===== src/rtl/mem_arbiter.sv =====
// Arbitrates the single memory port between icache fills and dcache fills/stores.
// Define MEM_ARB_ROUND_ROBIN_EN for round-robin tie-breaking; otherwise the dcache wins every tie.
module mem_arbiter #(
    parameter int ADDRESS_WIDTH    = 32,
    parameter int DATA_WIDTH       = 32,
    parameter int CACHE_LINE_WIDTH = 128
) (
    input  logic                        clk,
    input  logic                        rst_n,
    input  logic                        ic_req,
    input  logic [ADDRESS_WIDTH-1:0]    ic_addr,
    output logic                        ic_fill_valid,
    output logic [CACHE_LINE_WIDTH-1:0] ic_fill_data,
    input  logic                        dc_req,
    input  logic                        dc_store,
    input  logic [ADDRESS_WIDTH-1:0]    dc_addr,
    input  logic [DATA_WIDTH-1:0]       dc_store_data,
    output logic                        dc_fill_valid,
    output logic [CACHE_LINE_WIDTH-1:0] dc_fill_data,
    output logic                        mem_req,
    output logic                        mem_store,
    output logic [ADDRESS_WIDTH-1:0]    mem_addr,
    output logic [DATA_WIDTH-1:0]       mem_store_data,
    input  logic [CACHE_LINE_WIDTH-1:0] mem_fill_data,
    input  logic                        mem_fill_valid
);

    localparam logic [1:0] ST_IDLE   = 2'd0;
    localparam logic [1:0] ST_BUSY_I = 2'd1;
    localparam logic [1:0] ST_BUSY_D = 2'd2;
    localparam logic [1:0] ST_DONE   = 2'd3;

    localparam logic GRANT_IC = 1'b0;
    localparam logic GRANT_DC = 1'b1;

    logic [1:0]               state_d, state_q;
    logic                     last_grant_d, last_grant_q;
    logic                     mem_req_d, mem_req_q;
    logic                     mem_store_d, mem_store_q;
    logic [ADDRESS_WIDTH-1:0] mem_addr_d, mem_addr_q;
    logic [DATA_WIDTH-1:0]    mem_store_data_d, mem_store_data_q;
    logic                     grant_dc_s;

    // Winner selection among pending requests
    always_comb begin
        grant_dc_s = 1'b0;
        if (ic_req && dc_req) begin
`ifdef MEM_ARB_ROUND_ROBIN_EN
            grant_dc_s = (last_grant_q == GRANT_IC);
`else
            grant_dc_s = 1'b1;
`endif
        end else if (dc_req) begin
            grant_dc_s = 1'b1;
        end else begin
            grant_dc_s = 1'b0;
        end
    end

    // Next-state and memory-request register logic
    always_comb begin
        state_d          = state_q;
        last_grant_d     = last_grant_q;
        mem_req_d        = mem_req_q;
        mem_store_d      = mem_store_q;
        mem_addr_d       = mem_addr_q;
        mem_store_data_d = mem_store_data_q;
        case (state_q)
            ST_IDLE: begin
                if (ic_req || dc_req) begin
                    mem_req_d = 1'b1;
                    if (grant_dc_s) begin
                        state_d          = ST_BUSY_D;
                        last_grant_d     = GRANT_DC;
                        mem_store_d      = dc_store;
                        mem_addr_d       = dc_addr;
                        mem_store_data_d = dc_store_data;
                    end else begin
                        state_d          = ST_BUSY_I;
                        last_grant_d     = GRANT_IC;
                        mem_store_d      = 1'b0;
                        mem_addr_d       = ic_addr;
                        mem_store_data_d = {DATA_WIDTH{1'b0}};
                    end
                end else begin
                    state_d = ST_IDLE;
                end
            end
            ST_BUSY_I, ST_BUSY_D: begin
                // Requester inputs are deliberately ignored here; only memory completion moves on
                if (mem_fill_valid) begin
                    state_d   = ST_DONE;
                    mem_req_d = 1'b0;
                end else begin
                    state_d = state_q;
                end
            end
            ST_DONE: begin
                state_d = ST_IDLE;
            end
            default: begin
                state_d   = ST_IDLE;
                mem_req_d = 1'b0;
            end
        endcase
    end

    // State and output registers with synchronous active-low reset
    always_ff @(posedge clk) begin
        if (!rst_n) begin
            state_q          <= ST_IDLE;
            last_grant_q     <= GRANT_IC;
            mem_req_q        <= 1'b0;
            mem_store_q      <= 1'b0;
            mem_addr_q       <= {ADDRESS_WIDTH{1'b0}};
            mem_store_data_q <= {DATA_WIDTH{1'b0}};
        end else begin
            state_q          <= state_d;
            last_grant_q     <= last_grant_d;
            mem_req_q        <= mem_req_d;
            mem_store_q      <= mem_store_d;
            mem_addr_q       <= mem_addr_d;
            mem_store_data_q <= mem_store_data_d;
        end
    end

    assign mem_req        = mem_req_q;
    assign mem_store      = mem_store_q;
    assign mem_addr       = mem_addr_q;
    assign mem_store_data = mem_store_data_q;

    assign ic_fill_valid  = mem_fill_valid && (state_q == ST_BUSY_I);
    assign dc_fill_valid  = mem_fill_valid && (state_q == ST_BUSY_D);
    assign ic_fill_data   = mem_fill_data;
    assign dc_fill_data   = mem_fill_data;

endmodule


===== config.mk =====
export PLATFORM = sky130hd
export DESIGN_NAME = mem_arbiter
export DESIGN_NICKNAME = d
export VERILOG_FILES = /design/src/rtl/mem_arbiter.sv
export SDC_FILE = /design/constraint.sdc
export NUM_CORES = 1
export LEC_CHECK = 0
export ABC_AREA = 1
export BUFFER_PORTS_ARGS = -buffer_cell sky130_fd_sc_hd__buf_2
export CELL_PAD_IN_SITES_DETAIL_PLACEMENT = 1
export CELL_PAD_IN_SITES_GLOBAL_PLACEMENT = 1
export CORE_AREA = 2 2 218 220
export DETAILED_ROUTE_END_ITERATION = 8
export DIE_AREA = 0 0 220 222
export PLACE_DENSITY_LB_ADDON = 0.1
export SETUP_SLACK_MARGIN = 0.2
export SLEW_MARGIN = 0
export SYNTH_ARGS = -nofsm -noshare
export SYNTH_HDL_FRONTEND = slang
export SYNTH_SLANG_ARGS = --single-unit

===== constraint.sdc =====
create_clock -name clk -period 2.59 [get_ports clk]
set_input_delay 0 -clock clk [delete_from_list [all_inputs] [get_ports clk]]
set_output_delay 0 -clock clk [all_outputs]
set_load 0.005 [all_outputs]

### After elaboration in Yosys (flattened, before gate mapping)

Index checks and enable logic that the tools add are counted.

* register bits: 68
* bits of input ports: 230

* reductions and logical operators: 9
* mux-type cells: 12
* equal/unequal tests: 5

Operators with widths (count)
* 2-to-1 mux 32 bit: 2
* 2-to-1 mux 2 bit: 3
* case mux 2 bit (3 select lines): 1
* 2-to-1 mux 1 bit: 5
* equality test 2 bit, second input constant: 2
* inequality test 2 bit, second input constant: 2
* logical AND 1 bit: 3
* AND reduction 3 bit: 1
* equality test 2 x 1 -> 1 bit, second input constant: 1
* logical NOT 2 bit: 1
* case mux 1 bit (2 select lines): 1
* AND reduction 2 bit: 1
* nonzero test 2 bit: 1
* OR reduction 2 bit: 1
* logical OR 1 bit: 1

### Logic depth before layout (Yosys ltp)

* depth after elaboration: 5
* depth in mapped cells: 8
* mapped depth without buffers: 8

### Least setup slack after synthesis

No wires, ideal clock.

* path type: register to register
* start point: register state_q[0]
* end point: register mem_addr_q[0] (netlist: mem_addr[0])
* data arrival time: 1.262 ns
* library setup time: 0.116 ns
* period minus slack after synthesis: 1.378 ns
* data required time: 2.474 ns
* cell stages (with the launch flop): 8
* setup slack: 1.212 ns
* path through: dfxtp_1 > inv_1 > ha_1 > nand2_2 > nand2_4 > buf_12 > buf_6 > o211a_1

* longest elaborated chain between the ends: 2

RTL lines
* start, declared: RTL line 36 `logic [1:0] state_d, state_q;`
* start signal, assigned: RTL line 118 `state_q <= state_d;`
* logical NOT 2 bit
* AND reduction 2 bit (no source line)
* end signal, assigned: RTL line 115 `mem_addr_q <= {ADDRESS_WIDTH{1'b0}};`
* end signal, assigned: RTL line 122 `mem_addr_q <= mem_addr_d;`
* end, declared: RTL line 40 `logic [ADDRESS_WIDTH-1:0] mem_addr_d, mem_addr_q;`

No other way between the ends.
A chain may end at the register's enable or synchronous reset.

### Worst setup path after layout

* start point: register state_q[1]
* end point: register mem_addr_q[16] (netlist: mem_addr[16])

The elaborated chain is that of the path after synthesis.

==> results.md <==
* Outcome: finished, final reports clean
* Max frequency at roughly 0.46 GHz
* Number of buffer and inverter stages on the critical path at 3
* Least-Margin Pin Slew at between 0.7 and 0.8 ns
* DRT antenna net count at 0
* List of cells traversed by the critical path: inv_1 > ha_1 > nand2_2 > nand2_4 > buf_12 > nand3_2 > dlygate4sd3_1 > o211a_1
* RD Place Congestion at approximately 0.7
* Clock buffers created by TritonCTS at 9
* Largest fanout of any net on the critical path at 65
* Fraction of final layout cells sized beyond drive strength 1 at 0.354
* Worst path required time at around 2.9 ns
* Reported leakage power at between 2 and 3 nW
* Number of vias per cell at 3.10
* Post-detailed-route DRC marker count at 0
* Initial antenna violation count at 3
* Data arrival time at the worst-slack endpoint at 2.45 ns
* Crit Path Category: reg -> reg
* Starting density of the core at 0.106
* Total Negative Setup Slacks at 0 ns
* Count of synthesis-stage warnings from yosys at 0
* Setup repair after global routing missed its margin: false
* Congestion Overflow GR at 0
* Hold violation count in the final report at 0
* Clock tree skew after final layout at about 0.0058 ns
* Final-layout worst hold slack at 0.00000267 ns
* Global Route Usage Sum at 0.0907
* Peak supply drop at approximately 0.36 mV
* Mean instance size in the synthesized netlist at around 8 um2
* Startpoint Class: register
* Final core utilization at 0.122
* Clock H-tree levels at 3
* Vias in the first global route at about 4200
* Die span in x at between 200 and 250 um
* Final critical-path required period at 2.18 ns
* Net Count, Synth at between 800 and 900
* Global-route wire length before repair at 31000 um
* Number of instances in the synthesized netlist at slightly above 600
* Critical path's top delay family: buffers and inverters
* Clock slew at the register clock pins of the worst setup and hold paths at roughly 0.070 ns
* Cell row count at 79
* Highest-count cells in the layout ignoring fill and taps: 169 x buf_2, 136 x nand2_1, 97 x dlygate4sd3_1
* TritonCTS Sinks at 68
* Vert. Die Dim at about 220 um
* Skew-Pair Late Insertion Delay at between 0.3 and 0.4 ns
* Post-detailed-placement cell area at between 4000 and 5000 um2
* Total die area at roughly 50000 um2
* Final HPWL DP at ~17000 um
* Seq cells post-synth at 68
* CTS-repair resized insts at 0
* Most frequent standard cell in the layout excluding fill and tap cells: buf_2
* Largest stage delay on the critical path at approximately 0.6 ns
* Net count of the finished layout at between 800 and 900
* Tightest Hold Check Type: in -> out
* Total setup buffers inserted after CTS at 0
* Headroom to the max-slew limit at 0.489
* Number of setup violations in the final report at 0
* Mapped cell area at roughly 4900 um2
* Number of fill cells in the layout at about 5600
* CP Capture Type: register
* Slowest stage cell on the critical path: dlygate4sd3_1
* Std-Cell Core Area at about 46000 um2
* Boundary Pins at ~550
* Max Slew Vio Count at 0
* Via Count at 3785
* Power Dens Cells at 809 nW/um2
* DRC marker count from the first detailed-route iteration at 96
* Total length of routed wires at around 22000 um
* Post-route fraction of the period consumed by the critical path at 0.843
* TritonCTS clock tree: built
* Share of the yosys chip area belonging to registers at 0.278
* Detailed-router iteration count before antenna repair at 4
* Post-CTS Hold Fix Bufs at 97
* Number of library cell types mapped by synthesis at 21
* Largest net degree at the start of global routing at 66
* Number of violations of the max-capacitance limit at 0
* IO Port Bufs at ~170
* Maximum clock insertion buffer count at 2
* Final instance area at 5660 um2
* Buffer type at the clock tree root: clkbuf_16
* Area growth syn-to-layout at 15.8%
* Wire length per cell after detailed routing at 18.4 um
[area by class of cell]
type | instances | area, um2 | share of cell area
Clock inverter | 6 | 42.5 | 0.00751
Tap cell | 607 | 759 | 0.134
Clock buffer | 9 | 225 | 0.0398
Antenna cell | 2 | 5.00 | 0.000884
Multi-Input combinational cell | 247 | 1370 | 0.242
Sequential cell | 68 | 1360 | 0.240
Inverter | 11 | 41.3 | 0.00729
Timing Repair Buffer | 270 | 1860 | 0.328
[path summary, 6_finish.rpt]
kind,slack (ns),cells after the start,startpoint,endpoint
max,0.41,8,state_q[1],mem_addr[16]
min,0.000003,0,mem_fill_data[125],ic_fill_data[125]
max reg2reg,0.41,8,state_q[1],mem_addr[16]
min reg2reg,0.46,2,mem_store_data[21],mem_store_data[21]
[state kept, by name, indices dropped and copies added (netlist names)]
signal          count
state_q             2
mem_store_data     32
mem_store           1
mem_req             1
mem_addr           32
[per-stage QoR]
stage / worst slack, ns / instances / total power, mW
after CTS: 0.397 / 1218 / 4.79
after detailed placement: 0.736 / 1106 / 3.14
final: 0.406 / 1220 / 4.58
after global routing: 0.254 / 1219 / 5.00
after global placement: 0.801 / 1106 / 3.12
after floorplan: 1.21 / 609 / 2.87
[power breakdown]
group          total (mW)  switching [mW]  internal (mW)
logic                1.87            1.00          0.869
clock network        1.23           0.584          0.643
registers            1.48           0.153           1.33
total                4.58            1.74           2.84
[synthesized netlist by cell type (all sizes together)]
master  count  area share
inv        10      0.0077
nand2     140        0.11
a21oi      34       0.036
ha          3      0.0077
o21ai       2      0.0020
a31oi       2      0.0026
dfxtp      68        0.28
nand3      34       0.055
o211a      32       0.066
buf       275        0.43
clkinv      1     0.00077
clkbuf      8      0.0061
[worst register-to-register path: stages (launching register included)]
cell and delay, ns:
dfxtp_1 0.34, inv_1 0.09, ha_1 0.27, nand2_2 0.11, nand2_4 0.09, buf_12 0.30
nand3_2 0.18, dlygate4sd3_1 0.59, o211a_1 0.11
[routing by layer]
metal	GRT usage	wire length [um]	part of all wire	vias up
met5	0.00202	7	0.00031	-
met4	0.0424	787	0.035	2
met3	0.0837	4530	0.20	50
met2	0.142	9960	0.44	367
met1	0.0786	7180	0.32	1681
li1	-	-	-	1685
[logic make-up (layout without fill, tap and decap cells)]
kind of cell             count (synthesis)  count (layout)  synth area share
other                                    0               2                 0
adder cells (fa/ha/maj)                  3               3           0.00768
buffers and inverters                  294             296             0.441
AND/OR/NAND/NOR                        174             174             0.167
AO/OA/AOI/OAI                           70              70             0.106
flip-flops                              68              68             0.278
Note: power is estimated with default switching activity, not from simulation.
